`config.mk`:
```
export PLATFORM = sky130hd
export DESIGN_NAME = smc_qbus_arbiter
export DESIGN_NICKNAME = d
export VERILOG_FILES = /design/src/rtl/smc_qbus_arbiter.sv
export SDC_FILE = /design/constraint.sdc
export NUM_CORES = 1
export LEC_CHECK = 0
export CAP_MARGIN = 20
export CORE_MARGIN = 10
export CORE_UTILIZATION = 34
export CTS_CLUSTER_SIZE = 24
export DETAILED_ROUTE_END_ITERATION = 8
export GPL_ROUTABILITY_DRIVEN = 0
export PLACE_DENSITY = 0.79
export SYNTH_ARGS = -nofsm -noshare
export SYNTH_HDL_FRONTEND = slang
export SYNTH_SLANG_ARGS = --single-unit
```
`constraint.sdc`:
```
create_clock -name QCLK -period 1.63 [get_ports QCLK]
set_clock_uncertainty 0.05 [all_clocks]
set_input_delay 0.163 -clock QCLK [delete_from_list [all_inputs] [get_ports QCLK]]
set_output_delay 0.163 -clock QCLK [all_outputs]
set_load 0.02 [all_outputs]
```
`src/rtl/smc_qbus_arbiter.sv`:
```
// -----------------------------------------------------------------------------
// smc_qbus_arbiter
//   Two-requester arbiter and sequencer for the stepper-motor-controller Q-bus
//   register file. One request is granted at a time, either round-robin or with
//   fixed priority for requester 0. Each mapped access drives exactly one QSEL
//   cycle. Reads capture the registered QDATAOUT. Unmapped addresses are
//   answered with ERR and never reach the bus.
//
// Handshake: a request transfers on a cycle where Rn_VALID && Rn_READY.
//   The requester holds VALID with stable fields until READY. READY is
//   combinational, high only in IDLE and only for the granted requester.
//   The response is a single-cycle Rn_RVALID pulse with no backpressure.
//
// Ports
//   QCLK, QRESET            clock, synchronous active-high reset
//   R0_* / R1_*             request channel (VALID/READY/WRITE/ADDR/WDATA) and
//                           response (RVALID/RDATA/ERR) per requester
//   QSEL/QWRITE/QADDR/QDATAIN  register-file access, all zero outside ISSUE
//   QDATAOUT                register-file read data, valid the cycle after QSEL
// -----------------------------------------------------------------------------
module smc_qbus_arbiter #(
    parameter bit FIXED_PRIO = 1'b0
) (
    input  logic        QCLK,
    input  logic        QRESET,
    input  logic        R0_VALID,
    output logic        R0_READY,
    input  logic        R0_WRITE,
    input  logic [6:0]  R0_ADDR,
    input  logic [15:0] R0_WDATA,
    output logic        R0_RVALID,
    output logic [15:0] R0_RDATA,
    output logic        R0_ERR,
    input  logic        R1_VALID,
    output logic        R1_READY,
    input  logic        R1_WRITE,
    input  logic [6:0]  R1_ADDR,
    input  logic [15:0] R1_WDATA,
    output logic        R1_RVALID,
    output logic [15:0] R1_RDATA,
    output logic        R1_ERR,
    output logic        QSEL,
    output logic        QWRITE,
    output logic [6:0]  QADDR,
    output logic [15:0] QDATAIN,
    input  logic [15:0] QDATAOUT
);

    typedef enum logic [1:0] {
        S_IDLE  = 2'd0,
        S_ISSUE = 2'd1,
        S_CAPT  = 2'd2,
        S_RESP  = 2'd3
    } state_t;

    state_t      state;
    logic        lat_id;     // requester owning the access in flight
    logic        lat_write;
    logic        rr_last;    // id granted most recently; the other one wins a tie
    logic        gnt0;
    logic        gnt1;
    logic        sel_write;
    logic [6:0]  sel_addr;
    logic [15:0] sel_wdata;

    function automatic logic addr_mapped(input logic [6:0] a);
        logic m;
        m = 1'b0;
        if (a == 7'h00 || a == 7'h02 || a == 7'h03)
            m = 1'b1;
        else if (a >= 7'h10 && a <= 7'h1B)
            m = 1'b1;
        else if (a >= 7'h20 && a <= 7'h36 && !a[0])
            m = 1'b1;
        return m;
    endfunction

    // Grant is gated by reset so a VALID during reset never handshakes.
    always_comb begin
        gnt0 = 1'b0;
        gnt1 = 1'b0;
        if (state == S_IDLE && !QRESET) begin
            if (R0_VALID && R1_VALID) begin
                if (FIXED_PRIO || rr_last)
                    gnt0 = 1'b1;
                else
                    gnt1 = 1'b1;
            end else if (R0_VALID) begin
                gnt0 = 1'b1;
            end else if (R1_VALID) begin
                gnt1 = 1'b1;
            end
        end
    end

    assign R0_READY  = gnt0;
    assign R1_READY  = gnt1;
    assign sel_write = gnt1 ? R1_WRITE : R0_WRITE;
    assign sel_addr  = gnt1 ? R1_ADDR  : R0_ADDR;
    assign sel_wdata = gnt1 ? R1_WDATA : R0_WDATA;

    // Outputs are registered: each is set on the edge entering the state
    // in which it must be visible, and cleared by default otherwise.
    always_ff @(posedge QCLK) begin
        if (QRESET) begin
            state     <= S_IDLE;
            lat_id    <= 1'b0;
            lat_write <= 1'b0;
            rr_last   <= 1'b1;
            QSEL      <= 1'b0;
            QWRITE    <= 1'b0;
            QADDR     <= '0;
            QDATAIN   <= '0;
            R0_RVALID <= 1'b0;
            R0_RDATA  <= '0;
            R0_ERR    <= 1'b0;
            R1_RVALID <= 1'b0;
            R1_RDATA  <= '0;
            R1_ERR    <= 1'b0;
        end else begin
            QSEL      <= 1'b0;
            QWRITE    <= 1'b0;
            QADDR     <= '0;
            QDATAIN   <= '0;
            R0_RVALID <= 1'b0;
            R0_RDATA  <= '0;
            R0_ERR    <= 1'b0;
            R1_RVALID <= 1'b0;
            R1_RDATA  <= '0;
            R1_ERR    <= 1'b0;
            case (state)
                S_IDLE: begin
                    if (gnt0 || gnt1) begin
                        lat_id    <= gnt1;
                        lat_write <= sel_write;
                        rr_last   <= gnt1;
                        if (addr_mapped(sel_addr)) begin
                            state   <= S_ISSUE;
                            QSEL    <= 1'b1;
                            QWRITE  <= sel_write;
                            QADDR   <= sel_addr;
                            QDATAIN <= sel_wdata;
                        end else begin
                            // Unmapped: answer straight away, bus untouched.
                            state <= S_RESP;
                            if (gnt1) begin
                                R1_RVALID <= 1'b1;
                                R1_ERR    <= 1'b1;
                            end else begin
                                R0_RVALID <= 1'b1;
                                R0_ERR    <= 1'b1;
                            end
                        end
                    end
                end
                S_ISSUE: begin
                    if (lat_write) begin
                        state <= S_RESP;
                        if (lat_id) R1_RVALID <= 1'b1;
                        else        R0_RVALID <= 1'b1;
                    end else begin
                        state <= S_CAPT;
                    end
                end
                S_CAPT: begin
                    // QDATAOUT is valid now, one cycle after the read QSEL.
                    state <= S_RESP;
                    if (lat_id) begin
                        R1_RVALID <= 1'b1;
                        R1_RDATA  <= QDATAOUT;
                    end else begin
                        R0_RVALID <= 1'b1;
                        R0_RDATA  <= QDATAOUT;
                    end
                end
                S_RESP: begin
                    state <= S_IDLE;
                end
                default: begin
                    state <= S_IDLE;
                end
            endcase
        end
    end

endmodule

```
Word level (Yosys, flattened, before mapping)
Index checks and enable logic that the tools add are counted.

Input port bits: 68. Output and inout bits: 63. Word-level logic and storage cells: 82. Bits in registers: 66.

Bitwise logic cells: 5. $lt $le $gt $ge: 4. Equality and inequality tests: 6. Mux-type cells: 35. Reduce and logical (&&, ||, !) cells: 18.

Operators with widths (number): 1-bit 2-to-1 mux (28); 16-bit 2-to-1 mux (1); 7-bit by 2-bit equality test with 1-bit output (second input constant) (2); 3-bit OR reduction (3); 2-bit one-hot mux with 4 select lines (1); 7-bit by 5-bit >= comparator with 1-bit output (second input constant) (1); 7-bit by 6-bit >= comparator with 1-bit output (second input constant) (1); 7-bit by 5-bit less-or-equal comparator with 1-bit output (second input constant) (1); 7-bit by 6-bit less-or-equal comparator with 1-bit output (second input constant) (1); 7-bit logical NOT (1); 7-bit 2-to-1 mux (1); 1-bit one-hot mux with 3 select lines (2); 1-bit logical AND (5); 1-bit inverter (5); 2-bit equality test (second input constant) (2); 2-bit 2-to-1 mux (2); 4-bit OR reduction (1); 1-bit logical OR (3); 2-bit by 1-bit equality test with 1-bit output (second input constant) (1); 1-bit logical NOT (2); 2-bit logical NOT (1); 2-bit by 1-bit inequality test with 1-bit output (second input constant) (1); 2-bit AND reduction (1); 2-bit OR reduction (1).

Longest topological paths before layout
Gate-level depths: netlist of the first run.

Depth in word-level cells: 17. Gate-level depth with buffers: 10. Mapped depth without buffers: 8.

Least setup slack after synthesis of the first run
OpenSTA, ideal clock, no wires.

Path type: register to register. Start: register state[0]. End: register QDATAIN[10]. Path slack: -0.168 ns. Buffers on the path: 1. Data required time: 1.515 ns. Setup time: 0.065 ns. Period minus slack after synthesis: 1.798 ns. Arrival: 1.682 ns. Stages on the path, launching flop included: 9. Cells stage by stage: dfxtp_1 inv_1 ha_1 nor2b_4 nand3_4 clkinv_4 clkbuf_1 a22oi_1 nor2_1.

Cells in the longest elaborated chain, start to end: 15. Elaborated cells on any way between the ends: 30. Those cells by class: order compare: 4; eq/ne: 2; mux: 10; bitwise: 3; reduce/logical: 11.

Ends and longest elaborated chain: start: declaration (RTL line 56) `state_t state;`; start signal: assignment (RTL line 106) `state <= S_IDLE;`; start signal: assignment (RTL line 138) `state <= S_ISSUE;`; start signal: assignment (RTL line 145) `state <= S_RESP;`; 2-bit logical NOT (*) (RTL line 82) `if (state == S_IDLE && !QRESET) begin`; 1-bit logical AND (*) (RTL line 82); 1-bit 2-to-1 mux (*) (RTL line 82); net R1_READY (RTL line 35) `output logic R1_READY,`; 7-bit 2-to-1 mux (RTL line 99) `assign sel_addr = gnt1 ? R1_ADDR : R0_ADDR;`; 7-bit by 6-bit >= comparator with 1-bit output or 7-bit by 6-bit less-or-equal comparator with 1-bit output (tied branches) (RTL line 73) `else if (a >= 7'h20 && a <= 7'h36 && !a[0])`; 1-bit logical AND (2 in a row) (RTL line 73); 1-bit 2-to-1 mux (RTL line 73); 1-bit 2-to-1 mux (RTL line 71) `else if (a >= 7'h10 && a <= 7'h1B)`; 1-bit 2-to-1 mux (RTL line 69) `if (a == 7'h00 || a == 7'h02 || a == 7'h03)`; 1-bit 2-to-1 mux (RTL line 133) `if (gnt0 || gnt1) begin`; 1-bit 2-to-1 mux (RTL line 131) `case (state)`; 1-bit 2-to-1 mux (RTL line 105) `if (QRESET) begin`; 1-bit inverter (no line); 4-bit OR reduction (no line); end signal: assignment (RTL line 142) `QDATAIN <= sel_wdata;`; end: declaration (RTL line 45) `output logic [15:0] QDATAIN,`.

The timed path passes the listed nets; every way through them passes the cells marked *. The select of a mux whose other input is x is not followed. A chain may end at the register's enable or synchronous reset.

Final worst setup path of the first run
Start: register state[1]. End: output port R0_READY.

Cells in the longest elaborated chain, start to end: 3.

Ends and longest elaborated chain: 2-bit logical NOT (RTL line 82); 1-bit logical AND (RTL line 82); 1-bit 2-to-1 mux (RTL line 82); end: declaration (RTL line 27) `output logic R0_READY,`.

No other way between the ends.

==> results.sh, run 1 <==
export IMPL_outcome="complete, but fails checks"
export IMPL_violations="negative setup slack"
export IMPL_final_setup_violation_count=3
export IMPL_drc_errors=0
export IMPL_power_leakage_nw=1.65
export IMPL_synthesis_nets=288
export IMPL_design_final_nets=448
export IMPL_cts_htree_levels=3
export IMPL_synth_lib_cells_used_distinct=35
export IMPL_r2r_slack_ps=-20
export IMPL_cpPeakStageDelay_ps=330
export IMPL_route_detailed_wl_per_inst_um=15.8
export IMPL_kind_of_start_point_of_the_critical_path="flop"
export IMPL_syn2layout_area_growth_pct=83.7
export IMPL_setup_tns_ps=-43.9
export IMPL_yosysWarnings=0
export IMPL_power_frac_clock_pct=31.1
export IMPL_core_area_um2=6420
export IMPL_parity_gate_share_of_the_synthesized_area_counting_xor_and_xnor_cells_pct=0
export IMPL_critPathLaunch="state[1]"
export IMPL_clk_lat_worst_skew_ps=330
export IMPL_area_used_by_multi_input_combinational_logic_um2=945
export IMPL_p_int_mw=3.50
export IMPL_largest_net_degree_at_the_start_of_global_routing=22
export IMPL_dieArea_um2=10400
export IMPL_synth_async_reset_ratio_pct=0
export IMPL_nFillCells=515
export IMPL_postLayoutCellArea_um2=4200
export IMPL_power_share_sequential_pct=36.9
export IMPL_tritoncts="yes"
export IMPL_power_share_switching_pct=28.7
export IMPL_clockBufferDepth=2
export IMPL_post_synth_top_count_cell="dfxtp_1"
export IMPL_first_iter_violations=43
export IMPL_worst_setup_hold_path_clk_slew_ps=70
export IMPL_yosys_area_share_simple_pct=19.3
export IMPL_placement_cell_area_um2=3830
export IMPL_compound_cell_area_share_of_the_yosys_netlist_pct=12.9
export IMPL_final_layout_size_suffix_gt1_share_pct=19.5
export IMPL_cp_max_fo=3
export IMPL_dr_wl_met2_um=3390
export IMPL_combPwrFrac_pct=32.1
export IMPL_postLayoutCoreUtil_pct=65.4
export IMPL_min_delay_start="QDATAOUT[7]"
export IMPL_antenna_diode_count=0
export IMPL_antenna_violating_nets_post_route=0
export IMPL_max_freq_mhz=605
export IMPL_met3_length_um=856
export IMPL_post_synth_most_frequent_cells="66 x dfxtp_1, 34 x and2_1, 23 x nor2_1"
export IMPL_synth_top_area_share_pct=57.8
export IMPL_synthAdderAreaFrac_pct=3.61
export IMPL_cts_buffers=9
export IMPL_die_height_um=102
export IMPL_hold_viol_final=0
export IMPL_floorplan_initialDensity_pct=35.6
export IMPL_clkSinkCount=66
export IMPL_min_cycle_time_layout_ps=1650
export IMPL_first_global_vias=2131
export IMPL_final_critical_path_setup_slack_ps=-22.9
export IMPL_synth_cells=215
export IMPL_hold_class="in -> reg"
export IMPL_drt_pass1_iter_count=4
export IMPL_cts_hold_fix_buffers=0
export IMPL_postSynth_topFlopCell="dfxtp_1"
export IMPL_topRoutingLayerUsed="met4"
export IMPL_critPathRequiredTime_ps=1420
export IMPL_pwr_density_cell_nw_per_um2=1170
export IMPL_grt_first_pass_wirelength_um=10200
export IMPL_portion_of_the_clock_cycle_consumed_by_the_worst_path_in_the_final_layout_pct=101
export IMPL_pre_cts_slack_ps=-326
export IMPL_dr_total_vias=2099
export IMPL_finalPower_mw=4.91
export IMPL_yosys_top_cells_area="dfxtp_1 58%, and2_1 9.3%, a22oi_1 5.3%"
export IMPL_ys_seq_area_share_pct=57.8
export IMPL_finalWirelength_um=7210
export IMPL_route_layer_met1_wl_um=2890
export IMPL_largest_family_of_logic_cells_by_synthesized_area="simple AND/OR/NAND/NOR gates"
export IMPL_worstReg2RegStart="state[1]"
export IMPL_area_sequential_um2=1320
export IMPL_cap_violations=0
export IMPL_place_detailed_hpwl_um=5670
export IMPL_synth_edff_count=0
export IMPL_placedCellCount=437
export IMPL_path_cells="inv_2 -> ha_4 -> nor2b_4 -> nand2_2 -> a21oi_4 -> buf_6"
export IMPL_gr_total_overflow=0
export IMPL_dieWidth_um=102
export IMPL_rsz_0062_raised_after_global_routing="yes"
export IMPL_synth_ff_latch_count=66
export IMPL_report_final_slew_viol_count=0
export IMPL_buffer_ports_inserted=130
export IMPL_avgViaCountPerCell=4.59
export IMPL_grt_antenna_before_repair=0
export IMPL_post_synth_cell_area_avg_um2=10.6
export IMPL_cts_root_buf="clkbuf_8"
export IMPL_worst_ir_drop_vdd_uv=520
export IMPL_final_cell_count_no_fill=457
export IMPL_netlist_area_um2=2280
export IMPL_criticalPathCategory="reg -> out"
export IMPL_whs_ps=366
export IMPL_netSwitchingPower_mw=1.41
export IMPL_pin_count=131
export IMPL_critical_path_arrival_ps=1440
export IMPL_yosysTopAreaCell="dfxtp_1"
export IMPL_endpoint_kind="primary output"
export IMPL_row_count=29
export IMPL_critical_path_slowest_cell="dfxtp_2"
export IMPL_muxShareOfSynthArea_pct=1.75
export IMPL_grtUsageTotal_pct=12.8
[state kept, by name (all words and copies together), names as in the netlist]
register / flops
QSEL: 1
state: 2
QDATAIN: 16
lat_id: 1
R1_RDATA: 16
R1_RVALID: 1
R0_RVALID: 1
lat_write: 1
QADDR: 7
R0_ERR: 1
rr_last: 1
R1_ERR: 1
R0_RDATA: 16
QWRITE: 1
[cell families (layout without fill, tap and decap cells)]
logic type	Yosys count	count (layout)
AND/OR/NAND/NOR	77	77
flip-flops	66	66
AO/OA/AOI/OAI	41	41
buffers and inverters	19	184
adder cells (fa/ha/maj)	7	7
multiplexers	4	4
other	1	1
[routing by layer]
metal	vias to the layer above	global-route usage (%)
met2	104	21.2
met5	-	0
met1	941	13.1
li1	1046	-
met3	8	7.42
met4	0	4.99
[path summary, 6_finish.rpt]
check	to	cells past startpoint
worst max register to register	R0_RVALID	9
worst min-delay path	R0_RDATA[7]	2
worst min register to register	lat_id	2
worst max-delay path	R0_READY	6
[critical path: cells and delay by family (launching register included)]
kind | cells | cell delay (ps)
DFF | 1 | 330
buffers and inverters | 2 | 220
AOI/OAI and AO/OA | 1 | 170
and+or+nand+nor | 2 | 260
adders and majority gates | 1 | 130
[power by group through the flow]
stage          registers, mW  logic, mW  clock network, mW
2_1_floorplan           1.97      0.603                  0
3_3_place_gp            1.84       1.39                  0
3_5_place_dp            1.85       1.41                  0
4_1_cts                 1.81       1.42               1.55
5_1_grt                 1.82       1.71               1.63
6_report                1.81       1.57               1.53
[layout make-up]
| type | instances | share of cell area, % |
|---|---|---|
| clock buffer | 10 | 3.28 |
| tap | 77 | 2.30 |
| sequential | 66 | 31.5 |
| inverter | 9 | 0.924 |
| timing repair buffer | 159 | 37.3 |
| multi-input combinational | 130 | 22.5 |
| clock inverter | 6 | 2.15 |
[layout by cell type (no fill, tap or decap), types with 3 or more instances in the layout]
cell type,netlist,layout
a31oi_1,3,3
clkinv_4,1,3
buf_4,0,22
mux2i_1,4,3
inv_1,8,6
and2_1,34,32
clkdlybuf4s50_1,0,128
dfxtp_1,66,64
nor2_1,23,22
buf_6,3,6
ha_1,5,4
a22oi_1,16,16
nand2_1,4,3
clkbuf_8,0,10
a21oi_1,7,7
nor3_2,3,6
[repair_timing]
item,4_1_cts,5_1_grt
cloned,0,1
buffers inserted,0,3
endpoints found under the setup margin,5,18
pin swaps,0,7
resized for setup,11,19
No activity file was read; power rests on OpenSTA's default activity.
==> inputs of run 2 (changes only) <==
--- a/config.mk
+++ b/config.mk
@@ -6,7 +6,6 @@
 export NUM_CORES = 1
 export LEC_CHECK = 0
 export CAP_MARGIN = 20
-export CORE_MARGIN = 10
 export CORE_UTILIZATION = 34
 export CTS_CLUSTER_SIZE = 24
 export DETAILED_ROUTE_END_ITERATION = 8
==> constraint.sdc (replaced) <==
create_clock -name QCLK -period 1.63 [get_ports QCLK]
set_clock_uncertainty 0.05 [all_clocks]
set_input_delay 0.163 -clock QCLK [delete_from_list [all_inputs] [get_ports QCLK]]
set_output_delay 0.163 -clock QCLK [all_outputs]
set_load 0.01 [all_outputs]
==> results.sh, run 2 (synthesized netlist as in run 1, its figures left out) <==
export IMPL_critPathRequiredTime_ps=1420
export IMPL_design_final_nets=450
export IMPL_grt_first_pass_wirelength_um=9540
export IMPL_dieArea_um2=7050
export IMPL_postLayoutCoreUtil_pct=65.9
export IMPL_kind_of_start_point_of_the_critical_path="flop"
export IMPL_grt_antenna_before_repair=0
export IMPL_power_share_switching_pct=28.1
export IMPL_cts_buffers=9
export IMPL_critical_path_top_delay_family="flip-flops"
export IMPL_final_cell_count_no_fill=459
export IMPL_gr_total_overflow=0
export IMPL_die_height_um=84.0
export IMPL_first_global_vias=2069
export IMPL_syn2layout_area_growth_pct=85.2
export IMPL_finalPower_mw=4.63
export IMPL_cp_max_fo=3
export IMPL_layout_cells_most_common_list="128 x clkdlybuf4s50_1, 64 x dfxtp_1, 33 x and2_1"
export IMPL_cts_hold_fix_buffers=0
export IMPL_violations="design-rule violations, negative setup slack"
export IMPL_report_final_slew_viol_count=0
export IMPL_area_sequential_um2=1320
export IMPL_drt_pass1_iter_count=8
export IMPL_cts_root_buf="clkbuf_8"
export IMPL_final_setup_violation_count=2
export IMPL_antenna_violating_nets_post_route=0
export IMPL_worst_setup_hold_path_clk_slew_ps=70
export IMPL_postLayoutCellArea_um2=4230
export IMPL_largest_net_degree_at_the_start_of_global_routing=24
export IMPL_placedCellCount=438
export IMPL_floorplan_initialDensity_pct=35.6
export IMPL_netSwitchingPower_mw=1.30
export IMPL_portion_of_the_clock_cycle_consumed_by_the_worst_path_in_the_final_layout_pct=100
export IMPL_biggestRegsByFlops="QDATAIN (16), R0_RDATA (16), R1_RDATA (16)"
export IMPL_rsz_0062_raised_after_global_routing="yes"
export IMPL_power_share_sequential_pct=39.1
export IMPL_antenna_diode_count=0
export IMPL_clk_lat_worst_skew_ps=330
export IMPL_hold_viol_final=0
export IMPL_max_freq_mhz=611
export IMPL_dr_total_vias=2138
export IMPL_first_iter_violations=85
export IMPL_cts_htree_levels=3
export IMPL_clockBufferDepth=2
export IMPL_critical_path_slowest_cell="dfxtp_2"
export IMPL_route_detailed_wl_per_inst_um=13.6
export IMPL_min_cycle_time_layout_ps=1640
export IMPL_power_frac_clock_pct=28.5
export IMPL_p_int_mw=3.33
export IMPL_worst_ir_drop_vdd_uv=508
export IMPL_combPwrFrac_pct=32.4
export IMPL_critical_path_arrival_ps=1420
export IMPL_pre_cts_slack_ps=-359
export IMPL_layout_commonest_cell="clkdlybuf4s50_1"
export IMPL_pin_count=131
export IMPL_dieWidth_um=84.0
export IMPL_cap_violations=0
export IMPL_outcome="complete, but fails checks"
export IMPL_placement_cell_area_um2=3840
export IMPL_hold_class="in -> reg"
export IMPL_criticalPathCategory="reg -> out"
export IMPL_final_layout_size_suffix_gt1_share_pct=20.2
export IMPL_place_detailed_hpwl_um=4530
export IMPL_area_used_by_multi_input_combinational_logic_um2=986
export IMPL_pwr_density_cell_nw_per_um2=1100
export IMPL_endpoint_kind="primary output"
export IMPL_drc_errors=27
export IMPL_clkSinkCount=66
export IMPL_critical_path_buf_inv_count=2
export IMPL_row_count=29
export IMPL_tritoncts="yes"
export IMPL_setup_tns_ps=-9.76
export IMPL_buffer_ports_inserted=130
export IMPL_final_critical_path_setup_slack_ps=-7.76
export IMPL_grtUsageTotal_pct=17.5
export IMPL_power_leakage_nw=1.66
export IMPL_nFillCells=498
export IMPL_finalWirelength_um=6240
export IMPL_path_cells="inv_2 -> ha_4 -> nor2b_4 -> nand2_2 -> a21oi_4 -> buf_6"
export IMPL_core_area_um2=6420
export IMPL_whs_ps=369
export IMPL_avgViaCountPerCell=4.66
export IMPL_cpPeakStageDelay_ps=330
## run 2: power by group through the flow
stage / Sequential, mW / Combinational (mW) / Clock (mW)
after CTS: 1.81 / 1.32 / 1.37
after floorplan: 1.90 / 0.595 / 0
final: 1.81 / 1.50 / 1.32
after detailed placement: 1.85 / 1.31 / 0
after global routing: 1.82 / 1.62 / 1.43
after global placement: 1.84 / 1.29 / 0
## run 2: path summary, 6_finish.rpt
kind	from	endpoint	slack, ps	cells past startpoint
worst max-delay path	state[1]	R0_READY	-8	6
worst min register to register	lat_id	lat_id	480	2
worst max register to register	state[1]	R1_RVALID	0	9
worst min-delay path	QDATAOUT[10]	R1_RDATA[10]	370	2
## run 2: worst reg2reg max path, cell delays in order (launching register included)
cell      delay, ps
dfxtp_2         340
inv_2            50
ha_4            150
nor2b_4         140
nand3_4         110
clkinv_4         90
buf_4           140
buf_4           130
and2_1          150
a22o_1          170
## run 2: per-layer routing
metal	wire [um]	global-route usage, %	part of all wire [%]	up-vias
li1	-	-	-	1051
met1	2480	19.6	40	974
met2	3140	30.1	50	109
met3	578	6.73	9.3	4
met4	33	6.58	0.53	0
met5	0	0	0	-
## run 2: what timing repair did
action | 4_1_cts | 5_1_grt
gates resized for setup | 10 | 26
setup endpoints to repair | 6 | 28
cloned | 0 | 2
pin swaps | 0 | 12
setup buffers | 1 | 2
## run 2: area by class of cell
type / count / share of cell area [%]
inverters: 9 / 0.917
well taps: 77 / 2.28
flip-flops and latches: 66 / 31.3
repair buffers: 161 / 37.6
clock buffers: 12 / 3.43
multi-input cells: 130 / 23.3
clock inverters: 4 / 1.21
==> inputs of run 3 (changes only) <==
--- a/config.mk
+++ b/config.mk
@@ -14,3 +14,4 @@
 export SYNTH_ARGS = -nofsm -noshare
 export SYNTH_HDL_FRONTEND = slang
 export SYNTH_SLANG_ARGS = --single-unit
+export TNS_END_PERCENT = 30
==> results.sh, run 3 (synthesized netlist as in run 1, its figures left out) <==
export IMPL_outcome="complete, but fails checks"
export IMPL_violations="design-rule violations, negative setup slack"
export IMPL_worst_setup_hold_path_clk_slew_ps=70
export IMPL_dieArea_um2=7050
export IMPL_cts_buffers=9
export IMPL_pin_count=131
export IMPL_drc_errors=27
export IMPL_grt_antenna_before_repair=0
export IMPL_rsz_0062_raised_after_global_routing="yes"
export IMPL_worstHoldEndpoint="R1_RDATA[10]"
export IMPL_pwr_density_cell_nw_per_um2=1100
export IMPL_avgViaCountPerCell=4.67
export IMPL_row_count=29
export IMPL_critical_path_arrival_ps=1430
export IMPL_final_critical_path_setup_slack_ps=-14.5
export IMPL_dieWidth_um=84.0
export IMPL_worstReg2RegStart="state[1]"
export IMPL_buffer_ports_inserted=130
export IMPL_place_detailed_hpwl_um=4530
export IMPL_hold_class="in -> reg"
export IMPL_cts_htree_levels=3
export IMPL_critical_path_top_delay_family="flip-flops"
export IMPL_placedCellCount=438
export IMPL_design_final_nets=449
export IMPL_first_iter_violations=87
export IMPL_r2r_end="state[0]"
export IMPL_clk_lat_worst_skew_ps=330
export IMPL_cp_num_cells=6
export IMPL_antenna_diode_count=0
export IMPL_endpoint_kind="primary output"
export IMPL_max_freq_mhz=608
export IMPL_cts_root_buf="clkbuf_8"
export IMPL_dr_total_vias=2140
export IMPL_report_final_slew_viol_count=0
export IMPL_path_cells="inv_2 -> ha_4 -> nor2b_4 -> nand2_2 -> a21oi_4 -> buf_6"
export IMPL_criticalPathCategory="reg -> out"
export IMPL_hold_viol_final=0
export IMPL_clockBufferDepth=2
export IMPL_biggestRegsByFlops="QDATAIN (16), R0_RDATA (16), R1_RDATA (16)"
export IMPL_worst_ir_drop_vdd_uv=501
export IMPL_drt_pass1_iter_count=8
export IMPL_worst_r2r_path_cells=7
export IMPL_clkSinkCount=66
export IMPL_kind_of_start_point_of_the_critical_path="flop"
export IMPL_portion_of_the_clock_cycle_consumed_by_the_worst_path_in_the_final_layout_pct=101
export IMPL_cp_max_fo=3
export IMPL_setup_tns_ps=-14.5
export IMPL_cpPeakStageDelay_ps=330
export IMPL_layout_cells_most_common_list="128 x clkdlybuf4s50_1, 64 x dfxtp_1, 33 x and2_1"
export IMPL_holdPathStages=2
export IMPL_core_area_um2=6420
export IMPL_gr_total_overflow=0
export IMPL_largest_net_degree_at_the_start_of_global_routing=24
export IMPL_cap_violations=0
export IMPL_min_delay_start="QDATAOUT[10]"
export IMPL_power_leakage_nw=1.65
export IMPL_critPathRequiredTime_ps=1420
export IMPL_final_setup_violation_count=1
export IMPL_antenna_violating_nets_post_route=0
export IMPL_first_global_vias=2069
export IMPL_critical_path_slowest_cell="dfxtp_2"
export IMPL_route_detailed_wl_per_inst_um=13.4
export IMPL_layout_commonest_cell="clkdlybuf4s50_1"
export IMPL_syn2layout_area_growth_pct=82.9
export IMPL_min_cycle_time_layout_ps=1640
export IMPL_grtUsageTotal_pct=17.5
export IMPL_critical_path_buf_inv_count=2
export IMPL_grt_first_pass_wirelength_um=9540
export IMPL_final_layout_size_suffix_gt1_share_pct=18.4
export IMPL_finalWirelength_um=6130
export IMPL_r2r_slack_ps=0
export IMPL_final_cell_count_no_fill=458
export IMPL_die_height_um=84.0
export IMPL_floorplan_initialDensity_pct=35.6
export IMPL_tritoncts="yes"
-- run 3: area by class of cell --
| cell class | instances | area, um^2 |
|---|---|---|
| fill | 511 | 2240 |
| inverter | 9 | 38.8 |
| clock buffer | 12 | 145 |
| clock inverter | 4 | 51.3 |
| tap | 77 | 96.3 |
| timing repair buffer | 160 | 1580 |
| sequential | 66 | 1320 |
| multi-input combinational | 130 | 938 |
-- run 3: worst register-to-register path, stage by stage, from the launching register on --
cell and delay [ps]:
dfxtp_2 330, inv_2 70, ha_4 130, nor2b_4 190
o21ai_0 140, nand2_1 160, o21ai_0 120, a221oi_1 340
-- run 3: where the power goes --
part           switching, mW  internal (mW)
combinational          0.645          0.815
clock                  0.572          0.749
sequential            0.0553           1.76
total                   1.27           3.32
-- run 3: stage by stage --
stage | worst slack (ps) | util (%) | hold slack (ps) | power [mW] | instance area (um^2)
after global placement | -300 | 59.8 | 447 | 3.13 | 3840
after CTS | -66.1 | 62.9 | 351 | 4.50 | 4040
after global routing | -101 | 65.0 | 352 | 4.83 | 4180
after floorplan | 1.22 | - | 235 | 2.50 | 2300
after detailed placement | -359 | 59.8 | 445 | 3.16 | 3840
final | -14.5 | 65.0 | 367 | 4.59 | 4180
-- run 3: worst max path at each step --
stage | from | endpoint
3_5_place_dp | R0_ADDR[4] | R0_RVALID
4_1_cts | state[1] | R0_RVALID
6_report | state[1] | R0_READY
5_1_grt | state[1] | state[0]
2_1_floorplan | state[0] | QSEL
3_3_place_gp | R0_ADDR[4] | R0_RVALID
-- run 3: metal layers --
layer / up-vias / global-route usage [%] / share of wire [%]
li1: 1047 / - / -
met1: 972 / 19.5 / 40
met2: 117 / 30.0 / 50
met3: 4 / 6.92 / 9.9
met4: 0 / 6.58 / 0.54
met5: - / 0 / 0
-- run 3: timing repair --
action / CTS / global route
setup endpoints to repair: 6 / 28
pin swaps: 0 / 8
setup buffers: 0 / 2
cloned: 0 / 2
hold buffers: 0 / 0
resized for setup: 9 / 16
